<file path="src/rtl/fetch_queue.sv">
`default_nettype none
// ============================================================================
// Module   : fetch_queue
// Brief    : Program-counter generator with a QDEPTH-entry prefetch queue in
//            front of a 1-cycle-latency instruction SRAM; flushes on redirect.
//            Optional macro FETCH_PERF_EN adds pop/flush performance counters.
// Revision : 1.0 - initial release
// ============================================================================
module fetch_queue #(
    parameter int ADDR_WIDTH = 11,
    parameter int DATA_WIDTH = 32,
    parameter int QDEPTH     = 4,
    parameter int RESET_PC   = 0
) (
    input  logic                  clk,
    input  logic                  rst,
    input  logic [1:0]            pc_sel,
    input  logic [ADDR_WIDTH-1:0] imm_addr,
    input  logic [ADDR_WIDTH-1:0] alu_addr,
    output logic                  instr_valid,
    input  logic                  instr_ready,
    output logic [DATA_WIDTH-1:0] instr_data,
    output logic [ADDR_WIDTH-1:0] instr_pc,
    input  logic                  cntlr_wr,
    input  logic [ADDR_WIDTH-1:0] cntlr_waddr,
    input  logic [DATA_WIDTH-1:0] cntlr_wr_data,
    output logic                  mem_rd,
    output logic [ADDR_WIDTH-1:0] mem_rd_addr,
    input  logic [DATA_WIDTH-1:0] mem_rd_data,
    output logic                  mem_wr,
    output logic [ADDR_WIDTH-1:0] mem_wr_addr,
`ifdef FETCH_PERF_EN
    output logic [DATA_WIDTH-1:0] mem_wr_data,
    output logic [31:0]           perf_fetch_cnt,
    output logic [31:0]           perf_flush_cnt
`else
    output logic [DATA_WIDTH-1:0] mem_wr_data
`endif
);

    localparam int              c_idx_w = $clog2(QDEPTH);
    localparam int              c_ptr_w = c_idx_w + 1;
    localparam logic [c_ptr_w:0] c_depth = QDEPTH[c_ptr_w:0];

    logic [ADDR_WIDTH-1:0] r_fpc;
    logic                  r_inflight;
    logic [ADDR_WIDTH-1:0] r_inflight_pc;
    logic [c_ptr_w-1:0]    r_rd_ptr;
    logic [c_ptr_w-1:0]    r_wr_ptr;
    logic [DATA_WIDTH-1:0] r_q_data [QDEPTH];
    logic [ADDR_WIDTH-1:0] r_q_pc   [QDEPTH];

    logic [c_ptr_w-1:0]    w_count;
    logic [c_ptr_w:0]      w_occupancy;
    logic                  w_valid;
    logic                  w_pop;
    logic                  w_push;
    logic                  w_issue;
    logic                  w_redirect;
    logic [ADDR_WIDTH-1:0] w_target;
    logic [c_idx_w-1:0]    w_head;
    logic [c_idx_w-1:0]    w_tail;

    always_comb begin
        w_count    = r_wr_ptr - r_rd_ptr;
        w_valid    = (w_count != '0);
        w_pop      = w_valid & instr_ready;
        w_redirect = !rst && ((pc_sel == 2'b01) || (pc_sel == 2'b10));
        w_target   = pc_sel[1] ? alu_addr : imm_addr;
        // Credit: queued + outstanding entries after this cycle's pop must leave a free slot.
        w_occupancy = {1'b0, w_count}
                    + {{c_ptr_w{1'b0}}, r_inflight}
                    - {{c_ptr_w{1'b0}}, w_pop};
        w_issue    = !rst && !cntlr_wr && !w_redirect && (w_occupancy < c_depth);
        // A response landing in a redirect cycle belongs to the abandoned path.
        w_push     = r_inflight && !w_redirect;
        w_head     = r_rd_ptr[c_idx_w-1:0];
        w_tail     = r_wr_ptr[c_idx_w-1:0];
    end

    always_ff @(posedge clk) begin
        if (rst) begin
            r_fpc         <= ADDR_WIDTH'(RESET_PC);
            r_inflight    <= 1'b0;
            r_inflight_pc <= '0;
            r_rd_ptr      <= '0;
            r_wr_ptr      <= '0;
        end else if (w_redirect) begin
            r_fpc      <= w_target;
            r_inflight <= 1'b0;
            r_rd_ptr   <= '0;
            r_wr_ptr   <= '0;
        end else begin
            r_inflight <= w_issue;
            if (w_issue) begin
                r_fpc         <= r_fpc + 1'b1;
                r_inflight_pc <= r_fpc;
            end
            if (w_push) begin
                r_wr_ptr <= r_wr_ptr + 1'b1;
            end
            if (w_pop) begin
                r_rd_ptr <= r_rd_ptr + 1'b1;
            end
        end
    end

    // Queue storage needs no reset: entries are only visible through a valid count.
    always_ff @(posedge clk) begin
        if (!rst && w_push) begin
            r_q_data[w_tail] <= mem_rd_data;
            r_q_pc[w_tail]   <= r_inflight_pc;
        end
    end

    assign instr_valid = w_valid;
    assign instr_data  = w_valid ? r_q_data[w_head] : '0;
    assign instr_pc    = w_valid ? r_q_pc[w_head]   : '0;

    assign mem_rd      = w_issue;
    assign mem_rd_addr = r_fpc;

    assign mem_wr      = cntlr_wr;
    assign mem_wr_addr = cntlr_waddr;
    assign mem_wr_data = cntlr_wr_data;

`ifdef FETCH_PERF_EN
    logic w_discard;

    // Entries surviving this cycle's pop, or an outstanding read, would be lost.
    assign w_discard = (w_count != {{c_idx_w{1'b0}}, w_pop}) || r_inflight;

    always_ff @(posedge clk) begin
        if (rst) begin
            perf_fetch_cnt <= '0;
            perf_flush_cnt <= '0;
        end else begin
            if (w_pop) begin
                perf_fetch_cnt <= perf_fetch_cnt + 32'd1;
            end
            if (w_redirect && w_discard) begin
                perf_flush_cnt <= perf_flush_cnt + 32'd1;
            end
        end
    end
`endif

endmodule
`default_nettype wire

</file>
<file path="config.mk">
export PLATFORM = sky130hd
export DESIGN_NAME = fetch_queue
export DESIGN_NICKNAME = d
export VERILOG_FILES = /design/src/rtl/fetch_queue.sv
export SDC_FILE = /design/constraint.sdc
export NUM_CORES = 1
export LEC_CHECK = 0
export ABC_AREA = 0
export BUFFER_PORTS_ARGS = -buffer_cell sky130_fd_sc_hd__buf_2
export CAP_MARGIN = 0
export CORE_MARGIN = 3
export CORE_UTILIZATION = 50
export DETAILED_ROUTE_END_ITERATION = 7
export PLACE_DENSITY = 0.74
export SYNTH_ARGS = -nofsm -noshare
export SYNTH_HDL_FRONTEND = slang
export SYNTH_SLANG_ARGS = --single-unit
</file>
<file path="constraint.sdc">
create_clock -name clk -period 12.1 [get_ports clk]
set_input_delay 0.605 -clock clk [delete_from_list [all_inputs] [get_ports clk]]
set_output_delay 0.605 -clock clk [all_outputs]
set_load 0.005 [all_outputs]
</file>
==> summary.md <==
| Metric | Value |
|---|---|
| Synth unique cells | 38 |
| Post-DP HPWL | 9.41 mm |
| DP Cell Count | 759 |
| Fin area | 9570 um2 |
| Clk pin slew, worst setup/hold paths | 0.06 ns |
| FFs w/ async S/R, synth | 0 |
| Mapped cell area | 8440 um2 |
| Max Cap Viol | 0 |
| Fin crit share | 0.527 |
| Die area | 18500 um2 |
| Num CTS Buffers | 21 |
| Origin of the worst min-delay path | mem_rd_data[18] |
| Die Wd | 136 um |
| Area contributors post-synth | edfxtp_1 61%, mux4_2 11%, dfxtp_1 7.4% |
| Rows | 46 |
| Crit path max fanout | 45 |
| Max-slew headroom | 0.413 |
| Wire per inst | 19.3 um |
| CP startpoint kind | flip-flop |
| # DRC | 0 |
| Die height | 136 um |
| Slew @ Worst Pin | 0.881 ns |
| HP Class | in2reg |
| Worst reg2reg setup slack | 6.59 ns |
| Sequential area share after synthesis | 0.685 |
| Initial antenna violation count | 0 |
| Synthesized flop and latch total | 203 |
| Antenna diode count | 0 |
| Initial DRC Count | 225 |
| Setup violators final | 0 |
| RSZ-0062 raised after global routing | false |
| Vias | 4406 |
| Nets | 680 |
| Final min period | 6.38 ns |
| Static leakage power | 3.39 nW |
| CTS tree | built |
| Pwr Density | 156 nW/um2 |
| Post-CTS Resized | 0 |
| CP Data Arrival Time | 5.78 ns |
| Ratio of cells with drive above 1 in the final layout | 0.353 |
| Most frequent cells in the layout | 172 x edfxtp_1, 116 x buf_2, 46 x and2_1, 43 x mux4_2, 29 x dfxtp_1 |
| Top-level I/O count | 203 |
| Post-CTS repair timing setup buffer count | 0 |
| Syn Inst Count | 491 |
| Leading area contributor after synthesis | edfxtp_1 |
| Setup crit end kind | output port |
| DP Area | 8890 um2 |
| Number of synthesized flops with an enable pin | 172 |
| Pins over their slew limit | 0 |
| CTS Hold Buffers Added | 0 |
| Final Hold Fails | 0 |
| Input/output buffers | 116 |
| Drt pass-1 iters | 6 |
| Vias in the first global route | 4623 |
| Crit Path Class | reg2out |
| Gp weighted congestion | 0.847 |
| Synth warn | 0 |
| Commonest non-fill, non-tap cell in the layout | edfxtp_1 |
| Avg Vias per Cell | 5.54 |
| Root buffer cell | clkbuf_16 |
| Avg Inst Size Synth | 17.2 um2 |
| Worst reg2reg path startpoint | r_wr_ptr[0] |
| Clock sink count | 203 |
| Post-synth top flop | edfxtp_1 |
| Final Skew | 0.0187 ns |
| Sum Neg Setup Slack | 0 ns |
| Routed Antenna Nets | 0 |
| Peak supply drop | 0.0861 mV |
| FF-to-FF path depth | 15 |
| CTS max path bufs | 3 |
| Share of the synthesized area in the top cell type | 0.612 |
| Status | finished, final reports clean |
| Worst Hold Path EP | r_q_data[3][18] |
| Gr ovfl total | 0 |
| Largest net degree at the start of global routing | 46 |
| Clock Latency Late Sink | 0.48 ns |
| First-pass GRT wire length | 24.1 mm |
| Synthesized Nets | 605 |
| H-tree depth | 1 |
| Hold path depth | 1 |
| Fin cells | 796 |
| WP data required | 11.49 ns |
| Total Routing Usage GR | 0.165 |
| Total Wirelength | 15.3 mm |
| Crit Reg-Reg Endpoint | r_inflight_pc[5] |
| Initial Utilization | 0.522 |
| Max frequency | 157 MHz |
| Core ar. | 16200 um2 |
| Area growth syn-to-layout | 13.3% |
layer usage:
metal / part of all wire / track usage / up-vias
met5: 0 / 0 / -
met4: 0.021 / 0.0448 / 0
met3: 0.063 / 0.0333 / 39
met2: 0.50 / 0.284 / 164
met1: 0.41 / 0.217 / 2219
li1: - / - / 1984
metrics by stage:
stage          utilization  hold WS, ns  worst slack [ns]  total power, mW
5_1_grt              0.592        0.319              5.31             1.55
4_1_cts              0.592        0.316              5.62             1.51
2_1_floorplan            -        0.459              7.91            0.861
6_report             0.592        0.333              5.72             1.50
3_5_place_dp         0.550        0.493              6.14            0.895
3_3_place_gp         0.550        0.480              6.32            0.891
worst max-delay path, cell delays in order (launching register included):
cell and delay, ns:
dfxtp_1 0.39, inv_1 0.10, ha_1 0.20, fa_1 0.39
xnor3_1 0.31, nand3_2 0.68, and2_1 0.53, ha_1 0.23
inv_1 0.07, ha_1 0.23, and3b_1 0.19, or3_4 0.34
a2111oi_4 0.72, and2_1 0.68, buf_2 0.24
where the power goes:
part,switching [mW],total [mW],internal [mW],leakage [nW]
sequential,0.0118,0.778,0.766,1.79
clock,0.244,0.617,0.373,0.337
combinational,0.0520,0.101,0.0488,1.26
total,0.307,1.50,1.19,3.39
area by class of cell:
cell class | count | area (um2)
well taps | 216 | 270
multi-input cells | 211 | 2180
fillers | 1210 | 6610
repair buffers | 121 | 618
clock inverters | 12 | 114
flip-flops and latches | 203 | 5790
inverters | 8 | 30.0
clock buffers | 25 | 561
sequential cells by signal (all words and copies together) (netlist names), named ones only:
name	flops
r_inflight	1
r_inflight_pc	11
r_q_pc	44
r_rd_ptr	3
r_q_data	128
mem_rd_addr	11
r_wr_ptr	3
worst max path at each step:
stage	end	from	cells after the start
2_1_floorplan	mem_rd	r_wr_ptr[0]	16
3_3_place_gp	mem_rd	r_wr_ptr[0]	14
3_5_place_dp	mem_rd	r_wr_ptr[0]	14
4_1_cts	mem_rd	r_wr_ptr[0]	14
5_1_grt	mem_rd	r_wr_ptr[0]	14
6_report	mem_rd	r_wr_ptr[0]	14
synthesized netlist by cell type, drive strengths merged, types with 3 or more instances:
library cell    n
edfxtp        172
buf            53
and2           46
mux4           43
dfxtp          31
nor2           23
clkbuf         16
mux2i          13
xor2           11
ha             10
a21oi           9
and3            7
inv             7
o221ai          7
a211oi          6
nand2           6
nand4           5
nand3           4
nand2b          3
nor2b           3
xnor2           3
logic make-up after synthesis:
logic type | count (synthesis) | synth area share
flops | 203 | 0.685
xor+xnor | 15 | 0.0172
compound gates | 28 | 0.0256
buf+inv | 77 | 0.0578
mux | 56 | 0.130
fa+ha+maj | 11 | 0.0172
simple gates | 101 | 0.0667
Power figures use the tool's default switching activity.
